**src/rtl/inport_ctrl.sv**
```systemverilog
// Input-port front end of the mesh router: flit FIFO, XY route of the head flit,
// wormhole request hold toward the output controllers and a registered crossbar feed.
module inport_ctrl #(
  parameter int DEPTH = 4,
  parameter int DATAW = 34,
  parameter int XW    = 2,
  parameter int YW    = 2,
  parameter int MYX   = 0,
  parameter int MYY   = 0
) (
  input  logic             clk,
  input  logic             rst_,
  input  logic [DATAW-1:0] in_data,
  input  logic             in_valid,
  output logic             in_ready,
  output logic [2:0]       port,
  output logic             req,
  input  logic             grt,
  output logic [DATAW-1:0] out_data,
  output logic             out_valid,
  output logic             err,
  output logic             dbg_state
);

  localparam int AW = $clog2(DEPTH);
  localparam logic [AW:0]   FULL = (AW+1)'(DEPTH);
  localparam logic [XW-1:0] MY_X = MYX[XW-1:0];
  localparam logic [YW-1:0] MY_Y = MYY[YW-1:0];

  typedef enum logic {IDLE, ACTIVE} state_e;

  logic [DATAW-1:0] mem_q [DEPTH];
  logic [AW-1:0]    wr_ptr_q, rd_ptr_q;
  logic [AW:0]      count_q, count_d;
  state_e           state_q, state_d;
  logic [2:0]       port_q, port_d;
  logic [DATAW-1:0] out_data_q, out_data_d;
  logic             out_valid_q, out_valid_d;
  logic             err_q, err_d;

  logic             push, pop, empty;
  logic [DATAW-1:0] front;
  logic             front_is_head, front_is_last;
  logic [XW-1:0]    dx;
  logic [YW-1:0]    dy;
  logic [2:0]       route;

  // Handshake: a flit transfers on any clock edge where in_valid & in_ready are both 1;
  // in_ready comes only from the registered count, so a full FIFO refuses even if popping.
  assign in_ready = ~rst_ & (count_q != FULL);
  assign push     = in_valid & in_ready;
  assign empty    = (count_q == '0);

  assign front         = mem_q[rd_ptr_q];
  assign front_is_head = front[DATAW-2];   // types 01 and 11 open a packet
  assign front_is_last = front[DATAW-1];   // types 10 and 11 close a packet
  assign dx            = front[XW+YW-1:YW];
  assign dy            = front[YW-1:0];

  always_comb begin
    route = 3'd0;
    if (dx > MY_X)      route = 3'd2;
    else if (dx < MY_X) route = 3'd4;
    else if (dy > MY_Y) route = 3'd3;
    else if (dy < MY_Y) route = 3'd1;
  end

  always_comb begin
    state_d     = state_q;
    port_d      = port_q;
    out_data_d  = out_data_q;
    out_valid_d = 1'b0;
    err_d       = 1'b0;
    pop         = 1'b0;
    case (state_q)
      IDLE: begin
        if (!empty) begin
          if (front_is_head) begin
            port_d  = route;
            state_d = ACTIVE;
          end else begin
            pop   = 1'b1;
            err_d = 1'b1;
          end
        end
      end
      ACTIVE: begin
        // Request stays up across upstream bubbles so the output stays locked to this packet.
        if (grt && !empty) begin
          pop         = 1'b1;
          out_data_d  = front;
          out_valid_d = 1'b1;
          if (front_is_last) state_d = IDLE;
        end
      end
      default: state_d = IDLE;
    endcase
  end

  always_comb begin
    count_d = count_q;
    case ({push, pop})
      2'b10:   count_d = count_q + (AW+1)'(1);
      2'b01:   count_d = count_q - (AW+1)'(1);
      default: count_d = count_q;
    endcase
  end

  always_ff @(posedge clk) begin
    if (push) mem_q[wr_ptr_q] <= in_data;
  end

  always_ff @(posedge clk) begin
    if (rst_) begin
      wr_ptr_q    <= '0;
      rd_ptr_q    <= '0;
      count_q     <= '0;
      state_q     <= IDLE;
      port_q      <= 3'd0;
      out_data_q  <= '0;
      out_valid_q <= 1'b0;
      err_q       <= 1'b0;
    end else begin
      if (push) wr_ptr_q <= wr_ptr_q + AW'(1);
      if (pop)  rd_ptr_q <= rd_ptr_q + AW'(1);
      count_q     <= count_d;
      state_q     <= state_d;
      port_q      <= port_d;
      out_data_q  <= out_data_d;
      out_valid_q <= out_valid_d;
      err_q       <= err_d;
    end
  end

  assign port      = port_q;
  assign req       = (state_q == ACTIVE);
  assign out_data  = out_data_q;
  assign out_valid = out_valid_q;
  assign err       = err_q;
  assign dbg_state = (state_q == ACTIVE);

endmodule

```
**config.mk**
```make
export PLATFORM = sky130hd
export DESIGN_NAME = inport_ctrl
export DESIGN_NICKNAME = d
export VERILOG_FILES = /design/src/rtl/inport_ctrl.sv
export SDC_FILE = /design/constraint.sdc
export NUM_CORES = 1
export LEC_CHECK = 0
export CAP_MARGIN = 30
export CELL_PAD_IN_SITES_DETAIL_PLACEMENT = 0
export CELL_PAD_IN_SITES_GLOBAL_PLACEMENT = 2
export CORE_MARGIN = 2
export CORE_UTILIZATION = 38
export CTS_CLUSTER_SIZE = 24
export DETAILED_ROUTE_END_ITERATION = 6
export PLACE_DENSITY_LB_ADDON = 0.08
export SLEW_MARGIN = 30
export SYNTH_ARGS = -nofsm -noshare
export SYNTH_HDL_FRONTEND = slang
export SYNTH_SLANG_ARGS = --single-unit
export TNS_END_PERCENT = 30
```
**constraint.sdc**
```tcl
create_clock -name clk -period 4.4 [get_ports clk]
set_input_delay 0.66 -clock clk [delete_from_list [all_inputs] [get_ports clk]]
set_output_delay 0.66 -clock clk [all_outputs]
set_load 0.02 [all_outputs]
```
After elaboration in Yosys (flattened, before gate mapping)
Memories as Yosys holds them, arrays and structs flattened. A register that Yosys moved wholly into a read port is not among the register bits.
Cells that the tools add are included.
{"block": "totals", "register_bits": 47, "inputBits": 38, "mem_bits_rw": 136, "wordCells": 51, "memories": 1, "output_inout_bits": 42}
{"block": "op_classes", "n_eq_ne": 3, "n_addsub": 4, "mux": 18, "bitwise": 5, "magnitude_cmp": 4, "n_reduce_logical": 8}
{"name": "mem_q", "words": 4, "width": 34, "read_ports": 1, "rd_clocked_by_memory_dff": 1, "wr": 1, "line_no": "32", "source": "logic [DATAW-1:0] mem_q [DEPTH];"}
{"operator": "$mux W1", "count": 10}
{"operator": "$mux W2", "count": 3}
{"operator": "$mux W3", "count": 2}
{"operator": "$pmux W3 S2", "count": 1}
{"operator": "$add A2 B1 Y2 const B", "count": 2}
{"operator": "$gt A2 B1 Y1 const B", "count": 2}
{"operator": "$lt A2 B1 Y1 const B", "count": 2}
{"operator": "$pmux W1 S2", "count": 2}
{"operator": "$reduce_or A2 Y1", "count": 2}
{"operator": "$add A3 B1 Y3 const B", "count": 1}
{"operator": "$logic_not A3 Y1", "count": 1}
{"operator": "$ne A3 B3 Y1 const B", "count": 1}
{"operator": "$not A1 Y1", "count": 3}
{"operator": "$reduce_and A3 Y1", "count": 1}
{"operator": "$sub A3 B1 Y3 const B", "count": 1}
{"operator": "$and A1 B1 Y1", "count": 2}
{"operator": "$eq A2 B1 Y1 const B", "count": 1}
{"operator": "$eq A2 B2 Y1 const B", "count": 1}
{"operator": "$reduce_and A2 Y1", "count": 1}
{"operator": "$reduce_bool A2 Y1", "count": 1}
{"operator": "$logic_and A1 B1 Y1", "count": 1}
{"operator": "$logic_not A1 Y1", "count": 1}

Logic depth before layout (Yosys ltp)
{"block": "logic_depth", "word_depth": 7, "depth_mapped": 9, "mapped_depth_nobuf": 9}

Worst setup path before layout
No wires, ideal clock.
{"block": "synth_path", "path_kind": "register to register", "startpoint": "register (tool-made name)", "endpoint": "register count_q[2]", "synth_period_minus_slack_ns": 2.585, "required_time_ns": 4.330, "path_stages_with_launch": 10, "setup_time_ns": 0.070, "setup_slack_ns": 1.815, "n_path_buf": 1, "arrival_time_ns": 2.515, "path_cell_list": "dfxtp_1 -> buf_6 -> mux4_2 -> a211oi_4 -> ha_1 -> inv_1 -> fa_1 -> xor2_1 -> or3_1 -> a21oi_1"}
{"element": "to (signal assigned)", "line_no": "126", "source": "count_q <= count_d;"}
{"element": "to (decl)", "line_no": "34", "source": "logic [AW:0] count_q, count_d;"}

==> metrics.md <==
| Metric | Value |
|---|---|
| Avg WL per Cell | roughly 18 µm |
| Via count | around 3500 |
| CTS Sinks | roughly 180 |
| Max Clk Rate | between 0.3 and 0.4 GHz |
| Adder and majority cell fraction of the synthesized area | 0.0123 |
| Number of cells on the critical path | 8 |
| Fraction of final layout cells sized beyond drive strength 1 | 0.167 |
| Type of origin of the critical path | flop |
| Number of clock buffers inserted by TritonCTS | 17 |
| Avg Cell Area, Syn | between 15 and 20 µm² |
| Placed Area | 0.00776 mm² |
| Insertion delay to the later sink of the worst-skew pair | around 0.42 ns |
| Run status | completed |
| Mapped Nets | roughly 450 |
| Setup repair after global routing missed its margin | no |
| Initial core utilization | 0.389 |
| Cell count after synthesis | approximately 400 |
| Deepest level of the CTS H-tree | 4 |
| Maximum number of pins on one net before global-route repair | 50 |
| Slew at the pin closest to its max-slew limit | approximately 0.85 ns |
| Final instance area | between 0.008 and 0.009 mm² |
| Clock root buffer | clkbuf_16 |
| Number of buffers inserted to repair setup after CTS | 0 |
| Post-route clock skew | slightly above 0.009 ns |
| Clock tree from TritonCTS | built |
| Antenna Violating Nets Remaining | 0 |
| Clock transition at the registers of the reported paths | roughly 0.07 ns |
| Flop2flop setup slack | about 1.8 ns |
| Number of pins exceeding their max-slew limit in the final report | 0 |
| Setup-failing EPs final | 0 |
| Yosys cell types | 33 |
| Leakage power total | approximately 2.6 nW |
| Die height | 137 µm |
| Cell at the slowest stage of the critical path | mux4_2 |
| Area fraction in compound gates after synthesis | 0.0381 |
| Number of buffers inserted for hold repair after clock tree synthesis | 0 |
| Detailed-route vias per instance | 4.89 |
| Maximum vdd drop | ~290 µV |
| Sequential-to-total area share from yosys stat | 0.749 |
| Cell count of the worst hold path | 2 |
| Highest-count cells in the layout ignoring fill and taps | edfxtp_1 (136), clkdlybuf4s50_1 (77), nand2_1 (70) |
| DRC errors left | 0 |
| Dominant combinational cell family by area after synthesis | multiplexers |
| Port buffer count | between 70 and 80 |
| Cell row count | 48 |
| Tcrit/Tclk final | 0.588 |
| Nets | around 530 |
| Critical path start-end classification | flop to flop |
| Boundary pin count | 80 |
| Wire length reported by the detailed router | ~13 mm |
| Worst max-slew margin expressed relative to the limit | 0.434 |
| Crit path max fanout | 5 |
| First-pass iteration count of the detailed router | 4 |
| Critical Path End Type | flop |
| Number of global-route vias before repair | 3660 |
| Path class of the lowest-slack min-delay path | flop to flop |
| Std-Cell Core Area | between 0.015 and 0.02 mm² |
| Synth warnings | 0 |
| Max-cap violations | 0 |
| Critical path, cell by cell | mux4_2, a211oi_4, ha_1, inv_1, fa_1, xor2_1, or3_1, a21oi_1 |
| Area fraction in and, or, nand and nor cells after synthesis | 0.0596 |
| Kind of cell adding the most delay to the critical path | adder cells |
| Slowest stage delay, CP | 0.56 ns |
| Post-synthesis xor/xnor area fraction | 0.00520 |
| CP required | between 4 and 5 ns |
| Hpwl dp | approximately 7.4 mm |
| Antenna cell count | 0 |
| Mux contribution to synthesized area | 0.115 |
| Chip width | ~140 µm |
| Synthesis-to-finish area growth | 23.9% |
| Number of buffers and inverters on the critical path | 1 |
| GRT Overall Usage | 0.148 |
| Global-route wire length before repair | approximately 20 mm |
| Setup tns final | 0 ns |
| Arr. time, crit path | approximately 2.9 ns |
| Synth Cell Area | roughly 0.0067 mm² |
| RePlAce Congestion | between 0.6 and 0.7 |
| Depth of the most critical reg-to-reg path | 8 |
| Pwr/cell area | 506 mW/mm² |
| Largest buffer count on any clock path | 2 |
| Initial antenna violation count | 0 |
| Die Outline Area | ~0.019 mm² |
| Most common cell after layout, fill and taps aside | edfxtp_1 |
| Iteration-0 DRC Markers | 293 |
| Post-cts resize count | 0 |
| Number of synthesized register bits | approximately 180 |
| Final min period | 2.59 ns |
| Overflow after GRT | 0 |
| Final hold violation count | 0 |
## cell usage after synthesis
cell type	n	area [µm²]
nand3_1	1	5.00
a21oi_1	40	200
ha_1	5	62.6
inv_1	8	30.0
dfxtp_1	48	961
nand2_1	70	263
edfxtp_1	136	4080
buf_4	3	22.5
a211oi_4	1	20.0
xnor2_1	2	17.5
conb_1	1	3.75
nor4_1	1	6.26
and2_1	4	25.0
fa_1	1	20.0
mux4_2	34	766
o31ai_1	1	7.51
buf_2	4	20.0
a211oi_1	2	15.0
mux2i_1	1	10.0
a31o_2	1	8.76
nand2b_1	1	6.26
buf_1	1	3.75
nor2_1	11	41.3
nor3_1	1	5.00
or3_1	2	12.5
clkbuf_1	13	48.8
nor2b_1	1	6.26
xor2_1	2	17.5
or4_1	2	15.0
o21ai_0	1	5.00
and3_1	1	6.26
buf_6	1	11.3
nand3_2	1	10.0
## worst min-delay path, delay by kind of cell, from the launching register on
family / cells / cell delay, ns
DFF: 1 / 0.31
and+or+nand+nor: 1 / 0.05
AOI/OAI and AO/OA: 1 / 0.05
## flip-flops by register name, indices dropped and copies added, names as in the netlist, named ones only
| name | flops |
|---|---|
| count_q | 3 |
| out_data | 34 |
| mem_q | 136 |
| out_valid | 1 |
| rd_ptr_q | 2 |
| dbg_state | 1 |
| wr_ptr_q | 2 |
| err | 1 |
| port | 2 |
## cell families after synthesis
group / count (synthesis)
muxes: 35
other: 1
buffers and inverters: 30
xor gates and xnor gates: 4
adders and majority gates: 6
AOI/OAI and AO/OA: 46
DFF: 184
and+or+nand+nor: 96
## power by group
group	total [W]	switching [W]	internal [W]
Sequential	0.00204	0.0000553	0.00199
Clock	0.00151	0.000621	0.000891
Combinational	0.000675	0.000364	0.000311
## path summary, 6_finish.rpt
path	startpoint	end
worst max-delay path	mem_q[2][32]$_DFFE_PP_	count_q[2]$_SDFFE_PP0P_
worst min-delay path	out_data[16]$_SDFFE_PP0P_	out_data[16]$_SDFFE_PP0P_
worst max register to register	mem_q[2][32]$_DFFE_PP_	count_q[2]$_SDFFE_PP0P_
worst min register to register	out_data[16]$_SDFFE_PP0P_	out_data[16]$_SDFFE_PP0P_
## metrics by stage
step | util | cells | hold slack (ns) | power (W) | worst slack (ns)
after floorplan | - | 402 | 0.494 | 0.00254 | 1.81
after global placement | 0.449 | 691 | 0.445 | 0.00276 | 1.53
after detailed placement | 0.449 | 691 | 0.447 | 0.00277 | 1.52
after CTS | 0.483 | 723 | 0.455 | 0.00429 | 1.78
after global routing | 0.483 | 723 | 0.475 | 0.00442 | 1.64
final | 0.483 | 723 | 0.453 | 0.00423 | 1.81
## final cells by class
cell class / count / area [µm²]
clock buffers: 19 / 433
clock inverters: 13 / 154
fillers: 1521 / 8950
inverters: 8 / 30.0
multi-input cells: 188 / 1570
flip-flops and latches: 184 / 5050
well taps: 225 / 282
repair buffers: 86 / 836
## layer usage
metal  part of all wire  track usage  up-vias
li1                   -            -     1664
met5                  0            0        -
met3              0.027       0.0322       14
met2               0.48        0.231       62
met1               0.47        0.203     1795
met4              0.016       0.0601        0
Note: power is estimated with default switching activity, not from simulation.
